**src/rtl/wb_pkg.sv**
```systemverilog
// Shared types for the write-back stage: command encoding, FSM states and FIFO entry layout.
package wb_pkg;

   localparam int WB_DATA_W = 32;
   localparam int WB_REG_AW = 5;

   typedef enum logic [1:0] {
      CMD_MEM    = 2'b00,
      CMD_ALU    = 2'b01,
      CMD_BRANCH = 2'b10,
      CMD_OTHER  = 2'b11
   } cmd_type_t;

   typedef enum logic {
      RUN      = 1'b0,
      WAIT_LMD = 1'b1
   } wb_state_t;

   typedef struct packed {
      cmd_type_t              cmd_type;
      logic                   is_load;
      logic [WB_DATA_W-1:0]   alu_result;
      logic [WB_REG_AW-1:0]   reg_dst;
   } wb_entry_t;

   // A memory command only waits for load data when it is actually a load.
   function automatic logic entry_is_load(input wb_entry_t e);
      return (e.cmd_type == CMD_MEM) && e.is_load;
   endfunction

endpackage

```
**src/rtl/wb_fifo.sv**
```systemverilog
// Small synchronous FIFO; pointers carry one extra bit so full and empty are distinguishable.
module wb_fifo #(
   parameter int WIDTH = 8,
   parameter int DEPTH = 2
) (
   input  logic             clk,
   input  logic             rst,
   input  logic             push,
   input  logic             pop,
   input  logic [WIDTH-1:0] din,
   output logic [WIDTH-1:0] head,
   output logic             full,
   output logic             empty
);

   localparam int AW = $clog2(DEPTH);

   logic [AW:0]      wr_ptr;
   logic [AW:0]      rd_ptr;
   logic [WIDTH-1:0] mem [DEPTH];

   assign empty = (wr_ptr == rd_ptr);
   assign full  = (wr_ptr[AW] != rd_ptr[AW]) && (wr_ptr[AW-1:0] == rd_ptr[AW-1:0]);
   assign head  = mem[rd_ptr[AW-1:0]];

   // Pointer update; push while full is only legal together with a pop.
   always_ff @(posedge clk) begin
      if (rst) begin
         wr_ptr <= '0;
         rd_ptr <= '0;
      end else begin
         if (push) begin
            wr_ptr <= wr_ptr + {{AW{1'b0}}, 1'b1};
         end
         if (pop && !empty) begin
            rd_ptr <= rd_ptr + {{AW{1'b0}}, 1'b1};
         end
      end
   end

   // Storage array; contents need no reset because the pointers define validity.
   always_ff @(posedge clk) begin
      if (push) begin
         mem[wr_ptr[AW-1:0]] <= din;
      end
   end

endmodule

```
**src/rtl/wb_stage.sv**
```systemverilog
// Write-back stage: buffers retired instructions, pairs loads with returning memory
// data and drives a single registered register-file write port.
module wb_stage
   import wb_pkg::*;
#(
   parameter int DATA_W = 32,
   parameter int REG_AW = 5,
   parameter int DEPTH  = 2
) (
   input  logic              clk,
   input  logic              rst,
   input  logic              in_valid,
   output logic              in_ready,
   input  logic [1:0]        in_cmd_type,
   input  logic              in_is_load,
   input  logic [DATA_W-1:0] in_alu_result,
   input  logic [REG_AW-1:0] in_reg_dst,
   input  logic              lmd_valid,
   input  logic [DATA_W-1:0] lmd_data,
   output logic [DATA_W-1:0] ALU_output,
   output logic [DATA_W-1:0] LMD_output,
   output logic [REG_AW-1:0] reg_dst,
   output logic              alu_write,
   output logic              mem_write,
   output logic [31:0]       retired_count,
   output logic              lmd_err,
   output logic              busy
);

   wb_state_t state;
   wb_state_t next_state;
   wb_entry_t push_entry;
   wb_entry_t head;
   logic      full;
   logic      empty;
   logic      push;
   logic      pop;
   logic      drop;
   logic      head_load;

   assign push_entry = '{cmd_type:   cmd_type_t'(in_cmd_type),
                         is_load:    in_is_load,
                         alu_result: in_alu_result,
                         reg_dst:    in_reg_dst};

   assign head_load = !empty && entry_is_load(head);
   assign in_ready  = !full || pop;
   assign push      = in_valid && in_ready && !rst;
   assign busy      = !empty || (state == WAIT_LMD);

   wb_fifo #(
      .WIDTH ($bits(wb_entry_t)),
      .DEPTH (DEPTH)
   ) u_fifo (
      .clk   (clk),
      .rst   (rst),
      .push  (push),
      .pop   (pop),
      .din   (push_entry),
      .head  (head),
      .full  (full),
      .empty (empty)
   );

   // Head-of-queue decision: pop, wait for load data, or flag stray load data.
   always_comb begin
      pop        = 1'b0;
      drop       = 1'b0;
      next_state = state;
      if (rst) begin
         next_state = RUN;
      end else begin
         case (state)
            RUN: begin
               if (empty) begin
                  drop = lmd_valid;
               end else if (head_load) begin
                  if (lmd_valid) begin
                     pop = 1'b1;
                  end else begin
                     next_state = WAIT_LMD;
                  end
               end else begin
                  pop  = 1'b1;
                  drop = lmd_valid;
               end
            end
            WAIT_LMD: begin
               if (lmd_valid) begin
                  pop        = 1'b1;
                  next_state = RUN;
               end else begin
                  next_state = WAIT_LMD;
               end
            end
            default: begin
               next_state = RUN;
            end
         endcase
      end
   end

   // FSM state register.
   always_ff @(posedge clk) begin
      if (rst) begin
         state <= RUN;
      end else begin
         state <= next_state;
      end
   end

   // Registered write port, retire counter and sticky stray-data flag.
   always_ff @(posedge clk) begin
      if (rst) begin
         alu_write     <= 1'b0;
         mem_write     <= 1'b0;
         ALU_output    <= '0;
         LMD_output    <= '0;
         reg_dst       <= '0;
         retired_count <= 32'd0;
         lmd_err       <= 1'b0;
      end else begin
         alu_write <= 1'b0;
         mem_write <= 1'b0;
         if (pop) begin
            retired_count <= retired_count + 32'd1;
            if (head.reg_dst != '0) begin
               case (head.cmd_type)
                  CMD_ALU: begin
                     alu_write  <= 1'b1;
                     ALU_output <= head.alu_result;
                     reg_dst    <= head.reg_dst;
                  end
                  CMD_MEM: begin
                     if (head.is_load) begin
                        mem_write  <= 1'b1;
                        LMD_output <= lmd_data;
                        reg_dst    <= head.reg_dst;
                     end
                  end
                  default: begin
                  end
               endcase
            end
         end
         if (drop) begin
            lmd_err <= 1'b1;
         end
      end
   end

endmodule

```
**config.mk**
```make
export PLATFORM = sky130hd
export DESIGN_NAME = wb_stage
export DESIGN_NICKNAME = d
export VERILOG_FILES = /design/src/rtl/wb_pkg.sv /design/src/rtl/wb_fifo.sv /design/src/rtl/wb_stage.sv
export SDC_FILE = /design/constraint.sdc
export NUM_CORES = 1
export LEC_CHECK = 0
export ABC_CLOCK_PERIOD_IN_PS = 6400
export BUFFER_PORTS_ARGS = -buffer_cell sky130_fd_sc_hd__buf_2
export CAP_MARGIN = 30
export CORE_MARGIN = 2
export CORE_UTILIZATION = 45
export CTS_BUF_LIST = sky130_fd_sc_hd__clkbuf_8 sky130_fd_sc_hd__clkbuf_16
export DETAILED_ROUTE_END_ITERATION = 7
export PLACE_DENSITY_LB_ADDON = 0.08
export SYNTH_ARGS = -nofsm -noshare
export SYNTH_HDL_FRONTEND = slang
export SYNTH_HIERARCHICAL = 1
export SYNTH_SLANG_ARGS = --single-unit
```
**constraint.sdc**
```tcl
create_clock -name clk -period 6.4 [get_ports clk]
set_input_delay 0.64 -clock clk [delete_from_list [all_inputs] [get_ports clk]]
set_output_delay 0.64 -clock clk [all_outputs]
set_load 0.02 [all_outputs]
```
==> parameters.txt, run 1 <==
Parameter                              Value

Critical path
  CP Cell Sequence ... buf_12 -> mux2_2 -> or4b_4 -> nand4_4 -> or4b_1 -> buf_4 -> clkinv_2 -> nand2_1 -> a21oi_1
  Data required time at the worst endpoint ... 6.69 ns
  Buffers and inverters on the worst path ... 3
  Biggest cell delay along the critical path ... 0.59 ns
  Class of the most critical setup path ... reg -> reg
  Kind of cell adding the most delay to the critical path ... buffers and inverters
  Critical path's slowest cell ... sky130_fd_sc_hd__dfxtp_2
  Startpoint Class ... flip-flop
  Arrival time of data at the critical path endpoint ... 3.70 ns
  Worst Reg2Reg Path Length in Cells ... 9
  Kind of capture point of the worst setup path ... flip-flop
  Worst reg2reg setup slack ... 2.99 ns
  CP Max Fanout ... 33
  Capture point of the worst reg-to-reg path ... ALU_output[31]

Timing
  Worst slew pin tran ... 0.706 ns
  Achievable clock frequency ... 293 MHz
  Fin. Hold Viols ... 0
  Final setup skew ... 0.00802 ns
  Fraction of the cycle the final worst path needs ... 0.533
  Final slew viol count ... 0
  Setup repair after global routing missed its margin ... no
  Normalized max-slew margin ... 0.525
  Setup_tns ... 0 ns
  Final setup violation count ... 0
  Shortest clock period the worst path allows after layout ... 3.41 ns

CTS
  Cells resized by post-CTS repair ... 0
  Number of levels the H-tree was split into ... 4
  Cts hold-fix bufs ... 0
  Clk_lat worst skew ... 0.42 ns
  CTS sink count ... 190
  Setup Fix Bufs, Post-CTS ... 0
  CTS clock-pin slew for the worst setup and hold paths ... 0.07 ns
  Clock Root Buffer ... sky130_fd_sc_hd__clkbuf_16
  Cts bufs inserted ... 17
  Clock tree from TritonCTS ... built
  Maximum buffer depth of the clock tree ... 2

Synthesis
  Most frequent cell after synthesis ... sky130_fd_sc_hd__nand2_1
  Number of warnings issued by yosys ... 6
  EDFF count, synth ... 80
  Post-synthesis instance area ... 0.00730 mm2
  List of most frequent post-synthesis cells ... sky130_fd_sc_hd__nand2_1 (147), sky130_fd_sc_hd__dfxtp_1 (110), sky130_fd_sc_hd__edfxtp_1 (80), sky130_fd_sc_hd__a21oi_1 (74), sky130_fd_sc_hd__nor2_1 (43)
  Dominant cells by area after synthesis ... sky130_fd_sc_hd__edfxtp_1 (33%), sky130_fd_sc_hd__dfxtp_1 (30%), sky130_fd_sc_hd__nand2_1 (7.6%)
  Number of standard cells after synthesis ... 655
  Most used flip-flop cell after synthesis ... sky130_fd_sc_hd__dfxtp_1
  Number of nets in the synthesized netlist ... 732
  FFs w/ async S/R, synth ... 0
  Seq cells post-synth ... 190
  Dominant cell type by area after synthesis ... sky130_fd_sc_hd__edfxtp_1
  Proportion of synthesized chip area in sequential cells ... 0.631
  Synth top area share ... 0.329
  Avg Cell Area, Syn ... 11.1 um2
  Yosys cell types ... 41

Power and ir drop
  Switching power as a share of total power ... 0.249
  Logic gate share of total power ... 0.093
  Flop pwr share ... 0.518
  Highest ir drop seen on vdd ... 195 uV
  Clock network power share ... 0.389
  Static Leak ... 3.42 nW
  Power density normalized to cell area ... 286 mW/mm2
  Net switching power of the design ... 0.638 mW
  Internal Dissipation ... 1.93 mW

Floorplan
  Row count ... 46
  Core ar. ... 0.0159 mm2
  Die height ... 131 um
  Die extent in x ... 131 um
  DIE AREA ... 0.0172 mm2
  Starting density of the core ... 0.459
  Number of top-level pins ... 182

Cells and area
  Net count reported at finish ... 904
  Area grow syn2layout ... 22.9%
  Number of diodes ... 0
  Share of post-route cells with drive strength above 1 ... 0.318
  Total of fill cells in the finished design ... 1420
  Post-route cell area ... 0.00896 mm2

Placement
  Weighted congestion at the end of routability-driven global placement ... 0.823
  Post-detailed-placement cell area ... 0.00839 mm2
  Count of buffers inserted at the top-level ports ... 181
  HPWL reported at the end of detailed placement ... 11.1 mm

Route
  Overall via count from detail_route ... 5325
  Length of the first detailed-routing pass in iterations ... 4
  Routed wire length ... 16.4 mm
  Detailed Route Iter0 Violations ... 294
  WL per Instance ... 15.5 um
  Post-route DRC ... 0
  Via/cell ratio ... 5.04
  Count of antenna-violating nets left after detailed routing ... 0

Global routing
  Vias in the first global route ... 5133
  First-pass GRT wire length ... 26.1 mm
  Global router's overall resource usage ... 0.188
  Remaining Overflow, GRT ... 0
  Largest net degree at the start of global routing ... 68
  Antenna violations before repair ... 0

Run
  Reported max-cap violation count ... 0

Hold path
  Hold path startpoint ... in_alu_result[12]
  Class of the most critical hold timing path ... in -> reg
  Hold Path Sink ... u_fifo/mem[0][17]
  Worst hold stages ... 1

Outcome
  Run status ... finished, final reports clean
-- registers in the layout, summed over array words and instances, names as in the netlist, named ones only --
name           flops
ALU_output        32
LMD_output        32
alu_write          1
lmd_err            1
mem_write          1
reg_dst            5
retired_count     32
state              1
u_fifo/mem        80
u_fifo/rd_ptr      2
u_fifo/wr_ptr      2
-- cells by family after synthesis --
| kind of cell | synth area share |
|---|---|
| flip-flops | 0.631 |
| multiplexers | 0.0700 |
| AND/OR/NAND/NOR | 0.178 |
| adder cells (fa/ha/maj) | 0.00171 |
| AO/OA/AOI/OAI | 0.0549 |
| buffers and inverters | 0.0297 |
| XOR/XNOR | 0.0348 |
-- layout make-up --
| type | count | area (um2) | share of cell area |
|---|---|---|---|
| flip-flops and latches | 190 | 4610 | 0.514 |
| clock inverters | 14 | 108 | 0.0120 |
| well taps | 216 | 270 | 0.0301 |
| multi-input cells | 425 | 2480 | 0.277 |
| repair buffers | 188 | 1030 | 0.114 |
| clock buffers | 18 | 450 | 0.0502 |
| inverters | 5 | 21.3 | 0.00237 |
-- cells in the final DEF (no fill, tap or decap), types with 4 or more instances in the layout --
cell	n
sky130_fd_sc_hd__a21oi_1	74
sky130_fd_sc_hd__buf_2	180
sky130_fd_sc_hd__buf_4	4
sky130_fd_sc_hd__clkbuf_16	18
sky130_fd_sc_hd__clkinv_2	4
sky130_fd_sc_hd__dfxtp_1	109
sky130_fd_sc_hd__edfxtp_1	80
sky130_fd_sc_hd__inv_6	4
sky130_fd_sc_hd__mux2_1	14
sky130_fd_sc_hd__mux2_2	26
sky130_fd_sc_hd__mux2i_1	6
sky130_fd_sc_hd__nand2_1	147
sky130_fd_sc_hd__nand3_1	11
sky130_fd_sc_hd__nand4_1	12
sky130_fd_sc_hd__nor2_1	43
sky130_fd_sc_hd__nor3_1	9
sky130_fd_sc_hd__nor4_1	7
sky130_fd_sc_hd__nor4_2	7
sky130_fd_sc_hd__o21ai_0	6
sky130_fd_sc_hd__or3_1	6
sky130_fd_sc_hd__xnor2_1	21
sky130_fd_sc_hd__xor2_1	8
-- power groups by stage --
stage                     registers [mW]  clock network [mW]  logic [mW]
after global placement              1.36                   0       0.219
after detailed placement            1.36                   0       0.228
after CTS                           1.34                1.02       0.229
after floorplan                     1.37                   0       0.145
final                               1.33               0.996       0.239
after global routing                1.33                1.07       0.261
-- worst max path at each step --
stage          startpoint                to  slack (ns)  cells past startpoint
3_5_place_dp    flip-flop    ALU_output[31]        2.69                      8
2_1_floorplan   flip-flop  u_fifo/mem[0][0]        2.35                      7
3_3_place_gp    flip-flop     LMD_output[8]        2.22                      7
5_1_grt         flip-flop    ALU_output[31]        2.68                      9
4_1_cts         flip-flop    ALU_output[31]        2.69                      8
6_report        flip-flop    ALU_output[31]        2.99                      9
-- layer usage --
layer	vias up	track usage	part of all wire
met5	-	0	0
met4	0	0.0700	0.021
met3	28	0.0424	0.049
met2	173	0.303	0.46
met1	2501	0.250	0.47
li1	2623	-	-
-- metrics by stage --
stage / utilization / worst slack (ns) / hold WS, ns / cells / power [mW]
after floorplan: - / 2.35 / 0.482 / 655 / 1.51
final: 0.564 / 2.99 / 0.405 / 1056 / 2.56
after global placement: 0.523 / 2.22 / 0.440 / 1020 / 1.58
after CTS: 0.563 / 2.69 / 0.384 / 1055 / 2.59
after global routing: 0.564 / 2.68 / 0.384 / 1056 / 2.66
after detailed placement: 0.528 / 2.69 / 0.444 / 1023 / 1.59
(Power assumes the default switching activity.)
==> run 2: changes to the inputs <==
- ABC_AREA: default -> 1
- ABC_CLOCK_PERIOD_IN_PS: 6400 -> 3150
- clock period: 6.4 -> 3.15 ns (I/O delays scaled with it)
==> run 2 against run 1 <==
  * Die area up 8.7%
  * First-iteration DRC count up 44%
  * Register-to-register slack worse by 2.3 ns
  * Critical path depth down 1
  * Final area up 7.0%
  * Hold slack worse by 0.34 ns
  * Clock-buffer cell count unchanged
  * Final cell count up 26%
  * Power up 99%
  * Combinational power up 47%
  * Synthesized cell count up 40%
  * Synthesized area up 9.0%
  * Critical path type is now reg -> out
==> parameters.txt, run 2 <==
Parameter                              Value

Timing
  Shortest clock period the worst path allows after layout ... 2.58 ns
  Fin. Hold Viols ... 0
  Setup repair after global routing missed its margin ... no
  Setup_tns ... 0 ns
  Final slew viol count ... 0
  Achievable clock frequency ... 388 MHz
  Final setup skew ... 0.0137 ns
  Normalized max-slew margin ... 0.360
  Final setup violation count ... 0
  Fraction of the cycle the final worst path needs ... 0.819
  Worst slew pin tran ... 0.961 ns

Critical path
  Biggest cell delay along the critical path ... 0.44 ns
  Arrival time of data at the critical path endpoint ... 2.26 ns
  Data required time at the worst endpoint ... 2.83 ns
  Kind of capture point of the worst setup path ... output pin
  CP Max Fanout ... 18
  Most used cell, CP ... sky130_fd_sc_hd__nor2_1
  Kind of cell adding the most delay to the critical path ... simple AND/OR/NAND/NOR gates
  Startpoint Class ... flip-flop
  CP Cell Sequence ... mux2_2 -> nor2_1 -> nand4_1 -> nand2_4 -> inv_4 -> nor2_1 -> inv_1 -> buf_2
  Class of the most critical setup path ... reg -> out
  Critical path's slowest cell ... sky130_fd_sc_hd__dfxtp_2
  Buffers and inverters on the worst path ... 3

Route
  WL per Instance ... 12.8 um
  Routed wire length ... 16.9 mm
  Via/cell ratio ... 4.53
  Count of antenna-violating nets left after detailed routing ... 0
  Length of the first detailed-routing pass in iterations ... 4
  Post-route DRC ... 0
  Overall via count from detail_route ... 6013
  Detailed Route Iter0 Violations ... 423

Placement
  HPWL reported at the end of detailed placement ... 11.3 mm
  Weighted congestion at the end of routability-driven global placement ... 0.778
  Count of buffers inserted at the top-level ports ... 181

Global routing
  Global router's overall resource usage ... 0.185
  Gr busiest metal ... met2
  Met2 usage ... 0.282
  Vias in the first global route ... 5452
  First-pass GRT wire length ... 27.0 mm
  Largest net degree at the start of global routing ... 88
  Antenna violations before repair ... 0
  Met3 Resource Use GR ... 0.0448
  Met1 usage ... 0.258
  Remaining Overflow, GRT ... 0

Power and ir drop
  Static Leak ... 4.56 nW
  Total chip power ... 5.10 mW
  Highest ir drop seen on vdd ... 436 uV
  Power density normalized to cell area ... 532 mW/mm2

Synthesis
  List of most frequent post-synthesis cells ... sky130_fd_sc_hd__nand2_1 (237), sky130_fd_sc_hd__nor2_1 (195), sky130_fd_sc_hd__inv_1 (114), sky130_fd_sc_hd__dfxtp_1 (110), sky130_fd_sc_hd__edfxtp_1 (80)
  Number of warnings issued by yosys ... 6
  FFs w/ async S/R, synth ... 0
  Most frequent cell after synthesis ... sky130_fd_sc_hd__nand2_1
  Yosys cell types ... 29
  Post-synthesis instance area ... 0.00795 mm2
  Proportion of synthesized chip area in sequential cells ... 0.579
  Avg Cell Area, Syn ... 8.70 um2
  Number of standard cells after synthesis ... 914
  Number of nets in the synthesized netlist ... 991
  EDFF count, synth ... 80
  Synth top area share ... 0.302
  Most used flip-flop cell after synthesis ... sky130_fd_sc_hd__dfxtp_1
  Dominant cells by area after synthesis ... sky130_fd_sc_hd__edfxtp_1 (30%), sky130_fd_sc_hd__dfxtp_1 (28%), sky130_fd_sc_hd__nand2_1 (11%)
  Dominant cell type by area after synthesis ... sky130_fd_sc_hd__edfxtp_1
  Seq cells post-synth ... 190

Cells and area
  Commonest non-fill, non-tap cell in the layout ... sky130_fd_sc_hd__nand2_1
  Total of fill cells in the finished design ... 1646
  Highest-count cells in the layout ignoring fill and taps ... sky130_fd_sc_hd__nand2_1 (237), sky130_fd_sc_hd__nor2_1 (194), sky130_fd_sc_hd__buf_2 (181)
  Number of flip-flops under the largest register name ... 80
  Net count reported at finish ... 1165
  Share of post-route cells with drive strength above 1 ... 0.251
  Area grow syn2layout ... 20.6%

CTS
  CTS clock-pin slew for the worst setup and hold paths ... 0.07 ns
  Cts bufs inserted ... 17
  CTS sink count ... 190
  Clock Root Buffer ... sky130_fd_sc_hd__clkbuf_16
  Cts hold-fix bufs ... 0
  Maximum buffer depth of the clock tree ... 2
  Cells resized by post-CTS repair ... 0
  Clk_lat worst skew ... 0.44 ns
  Setup Fix Bufs, Post-CTS ... 0
  Clock tree from TritonCTS ... built
  Number of levels the H-tree was split into ... 4

Outcome
  Run status ... finished, final reports clean

Floorplan
  Die height ... 137 um
  Core ar. ... 0.0173 mm2
  Number of top-level pins ... 182
  Row count ... 48
  Die extent in x ... 137 um
  Starting density of the core ... 0.460
  DIE AREA ... 0.0188 mm2

Hold path
  Class of the most critical hold timing path ... in -> reg

Run
  Reported max-cap violation count ... 0
## run 2: cell count changes in the layout (fill, tap and decap cells not counted), moves of 6 or more
cell / change
sky130_fd_sc_hd__a21oi_1: -51
sky130_fd_sc_hd__inv_1: +112
sky130_fd_sc_hd__mux2_1: -14
sky130_fd_sc_hd__mux2_2: +14
sky130_fd_sc_hd__mux2i_1: -6
sky130_fd_sc_hd__nand2_1: +90
sky130_fd_sc_hd__nand3_1: +18
sky130_fd_sc_hd__nor2_1: +151
sky130_fd_sc_hd__nor4_1: -7
sky130_fd_sc_hd__nor4_2: -7
sky130_fd_sc_hd__or3_1: -6
sky130_fd_sc_hd__xnor2_1: -20
## run 2: layout make-up
cell class	count	area [um2]	area share
Antenna cell	1	2.50	0.000261
Multi-Input combinational cell	574	2690	0.280
Timing Repair Buffer	189	1000	0.105
Tap cell	225	282	0.0293
Inverter	116	443	0.0462
Clock inverter	14	130	0.0136
Sequential cell	190	4610	0.480
Clock buffer	18	439	0.0458
## run 2: path summary, 6_finish.rpt
kind | start | to | slack [ns] | depth (start not counted)
worst max-delay path | flip-flop | in_ready | 0.57 | 8
worst min-delay path | in_alu_result[23] | u_fifo/mem[1][28] | 0.06 | 1
worst max register to register | flip-flop | LMD_output[18] | 0.65 | 9
worst min register to register | reg_dst[1] | reg_dst[1] | 0.46 | 2
## run 2: power breakdown
| part | internal (mW) | switching [mW] | total [mW] |
|---|---|---|---|
| Sequential | 2.64 | 0.0266 | 2.66 |
| Combinational | 0.131 | 0.221 | 0.352 |
| Clock | 1.13 | 0.957 | 2.09 |
| Total | 3.90 | 1.21 | 5.10 |
## run 2: logic make-up after synthesis
kind of cell,after synthesis,synth area share
buffers and inverters,150,0.0839
AO/OA/AOI/OAI,32,0.0208
adder cells (fa/ha/maj),1,0.00157
multiplexers,40,0.0566
AND/OR/NAND/NOR,497,0.254
XOR/XNOR,4,0.00441
flip-flops,190,0.579
## run 2: through the flow
step	hold WS [ns]	worst slack (ns)	util	cells	area (um2)
after floorplan	0.388	0.0544	-	914	7960
after global placement	0.450	0.645	0.522	1294	9020
after detailed placement	0.456	0.639	0.522	1294	9020
after CTS	0.0462	0.520	0.555	1326	9590
after global routing	0.0513	0.365	0.555	1326	9590
final	0.0624	0.570	0.555	1327	9590
## run 2: routing by layer
layer	part of all wire	vias up	routed length, um
met4	0.015	0	254
met1	0.49	2648	8330
met5	0	-	0
li1	-	3207	-
met2	0.44	140	7420
met3	0.055	18	925
==> run 3: changes to the inputs <==
- ABC_AREA: 1 -> 0
- ABC_CLOCK_PERIOD_IN_PS: 3150 -> 2500
- clock period: 3.15 -> 2.5 ns (I/O delays scaled with it)
==> run 3 against run 2 <==
  * Highest routed layer unchanged
  * Largest power group unchanged
  * Global-route usage is 0.94 points higher
  * Combinational power is 110% higher
  * Register-to-register slack worse by 0.50 ns
  * Via count is 9.3% lower
  * Non-clock buffer count is 42 higher
  * Critical path depth is 2 lower
  * Final cell count is 17% lower
  * First-iteration DRC count is 28% lower
==> parameters.txt, run 3 (synthesis gave the netlist of run 1 again) <==
Parameter                              Value

Outcome
  Run status ... finished, final reports clean

Timing
  Achievable clock frequency ... 414 MHz
  Fin. Hold Viols ... 0
  Final setup violation count ... 0
  Setup_tns ... 0 ns
  Tightest hold margin ... 0.0210 ns
  Worst slew pin tran ... 0.781 ns
  Shortest clock period the worst path allows after layout ... 2.42 ns
  Final slew viol count ... 0
  Setup repair after global routing missed its margin ... no
  Final setup skew ... 0.0110 ns
  Normalized max-slew margin ... 0.475
  Fraction of the cycle the final worst path needs ... 0.966

Critical path
  Biggest cell delay along the critical path ... 0.54 ns
  Kind of cell adding the most delay to the critical path ... simple AND/OR/NAND/NOR gates
  CP Cell Sequence ... mux2_2 -> or4b_4 -> nand4_4 -> buf_6 -> nand2_1 -> buf_4
  Capture point of the worst reg-to-reg path ... LMD_output[2]
  Data required time at the worst endpoint ... 2.25 ns
  Worst Reg2Reg Path Length in Cells ... 9
  Critical path's slowest cell ... sky130_fd_sc_hd__or4b_4
  Worst reg2reg setup slack ... 0.15 ns
  Class of the most critical setup path ... reg -> out
  Buffers and inverters on the worst path ... 2
  Kind of capture point of the worst setup path ... output pin
  Startpoint Class ... flip-flop
  CP Max Fanout ... 5
  Arrival time of data at the critical path endpoint ... 2.17 ns

Cells and area
  Commonest non-fill, non-tap cell in the layout ... sky130_fd_sc_hd__buf_2
  Net count reported at finish ... 947
  Highest-count cells in the layout ignoring fill and taps ... sky130_fd_sc_hd__buf_2 (179), sky130_fd_sc_hd__nand2_1 (147), sky130_fd_sc_hd__dfxtp_1 (109)
  Total of fill cells in the finished design ... 1375
  Post-route cell area ... 0.00954 mm2
  Number of flip-flops under the largest register name ... 80
  Area grow syn2layout ... 30.7%
  Fin util ... 0.600
  Share of post-route cells with drive strength above 1 ... 0.331

Power and ir drop
  Power density normalized to cell area ... 729 mW/mm2
  Static Leak ... 3.69 nW
  Highest ir drop seen on vdd ... 504 uV

Global routing
  Met2 usage ... 0.327
  Gr busiest metal ... met2
  Global router's overall resource usage ... 0.195
  First-pass GRT wire length ... 26.8 mm
  Met1 usage ... 0.244
  Met3 Resource Use GR ... 0.0521
  Vias in the first global route ... 5321
  Antenna violations before repair ... 1
  Remaining Overflow, GRT ... 0
  Largest net degree at the start of global routing ... 56

CTS
  Clk_lat worst skew ... 0.42 ns
  Maximum buffer depth of the clock tree ... 2
  Number of levels the H-tree was split into ... 4
  Clock Root Buffer ... sky130_fd_sc_hd__clkbuf_16
  Cts bufs inserted ... 17
  CTS sink count ... 190
  Clock tree from TritonCTS ... built
  CTS clock-pin slew for the worst setup and hold paths ... 0.07 ns

Floorplan
  Die extent in x ... 131 um
  Starting density of the core ... 0.459
  DIE AREA ... 0.0172 mm2
  Row count ... 46
  Core ar. ... 0.0159 mm2
  Die height ... 131 um
  Number of top-level pins ... 182

Route
  Post-route DRC ... 0
  Via/cell ratio ... 4.96
  Length of the first detailed-routing pass in iterations ... 4
  Routed wire length ... 16.7 mm
  WL per Instance ... 15.2 um
  Overall via count from detail_route ... 5451
  Detailed Route Iter0 Violations ... 303
  Count of antenna-violating nets left after detailed routing ... 0

Placement
  Post-detailed-placement cell area ... 0.00862 mm2
  HPWL reported at the end of detailed placement ... 11.3 mm
  Count of buffers inserted at the top-level ports ... 181
  Weighted congestion at the end of routability-driven global placement ... 0.776

Hold path
  Hold Path Sink ... u_fifo/mem[1][19]
  Worst hold stages ... 1
  Hold path startpoint ... in_alu_result[14]
  Class of the most critical hold timing path ... in -> reg

Run
  Reported max-cap violation count ... 0
run 3: through the flow:
stage,setup WS [ns],instances,power [mW]
2_1_floorplan,-0.0292,655,3.90
3_3_place_gp,0.105,1038,4.14
3_5_place_dp,0.116,1039,4.17
4_1_cts,0.0184,1096,7.01
5_1_grt,0.00436,1100,7.22
6_report,0.0844,1100,6.95
run 3: how the worst max path moves through the flow:
| stage | slack (ns) | startpoint | cells after the start | end |
|---|---|---|---|---|
| 3_5_place_dp | 0.12 | flip-flop | 8 | ALU_output[5] |
| 6_report | 0.08 | flip-flop | 6 | in_ready |
| 5_1_grt | 0.004 | flip-flop | 6 | in_ready |
| 4_1_cts | 0.02 | flip-flop | 6 | in_ready |
| 2_1_floorplan | -0.03 | flip-flop | 7 | u_fifo/mem[0][0] |
| 3_3_place_gp | 0.11 | flip-flop | 8 | ALU_output[22] |
run 3: power by group:
| part | internal (mW) | switching [mW] | leakage [nW] | total, mW |
|---|---|---|---|---|
| sequential | 3.34 | 0.0452 | 1.62 | 3.38 |
| combinational | 0.336 | 0.418 | 1.76 | 0.754 |
| clock | 1.62 | 1.19 | 0.307 | 2.81 |
run 3: cell type report:
type / count / area [um2] / share of cell area
clock buffer: 18 / 439 / 0.0461
sequential: 190 / 4610 / 0.483
timing repair buffer: 231 / 1490 / 0.156
tap: 216 / 270 / 0.0283
inverter: 5 / 21.3 / 0.00223
antenna: 1 / 2.50 / 0.000262
clock inverter: 14 / 175 / 0.0184
multi-input combinational: 425 / 2530 / 0.266
run 3: repair_timing:
item                                   CTS  global route
setup endpoints to repair                1            65
setup buffers                            3             1
endpoints found under the hold margin   43             3
pin swaps                                1             2
hold buffers                            22             2
gates resized for setup                  2             6
cloned                                   0             0
run 3: per-layer routing:
layer | share of wire | vias up
li1 | - | 2705
met1 | 0.44 | 2570
met2 | 0.49 | 159
met3 | 0.060 | 17
met4 | 0.013 | 0
met5 | 0 | -
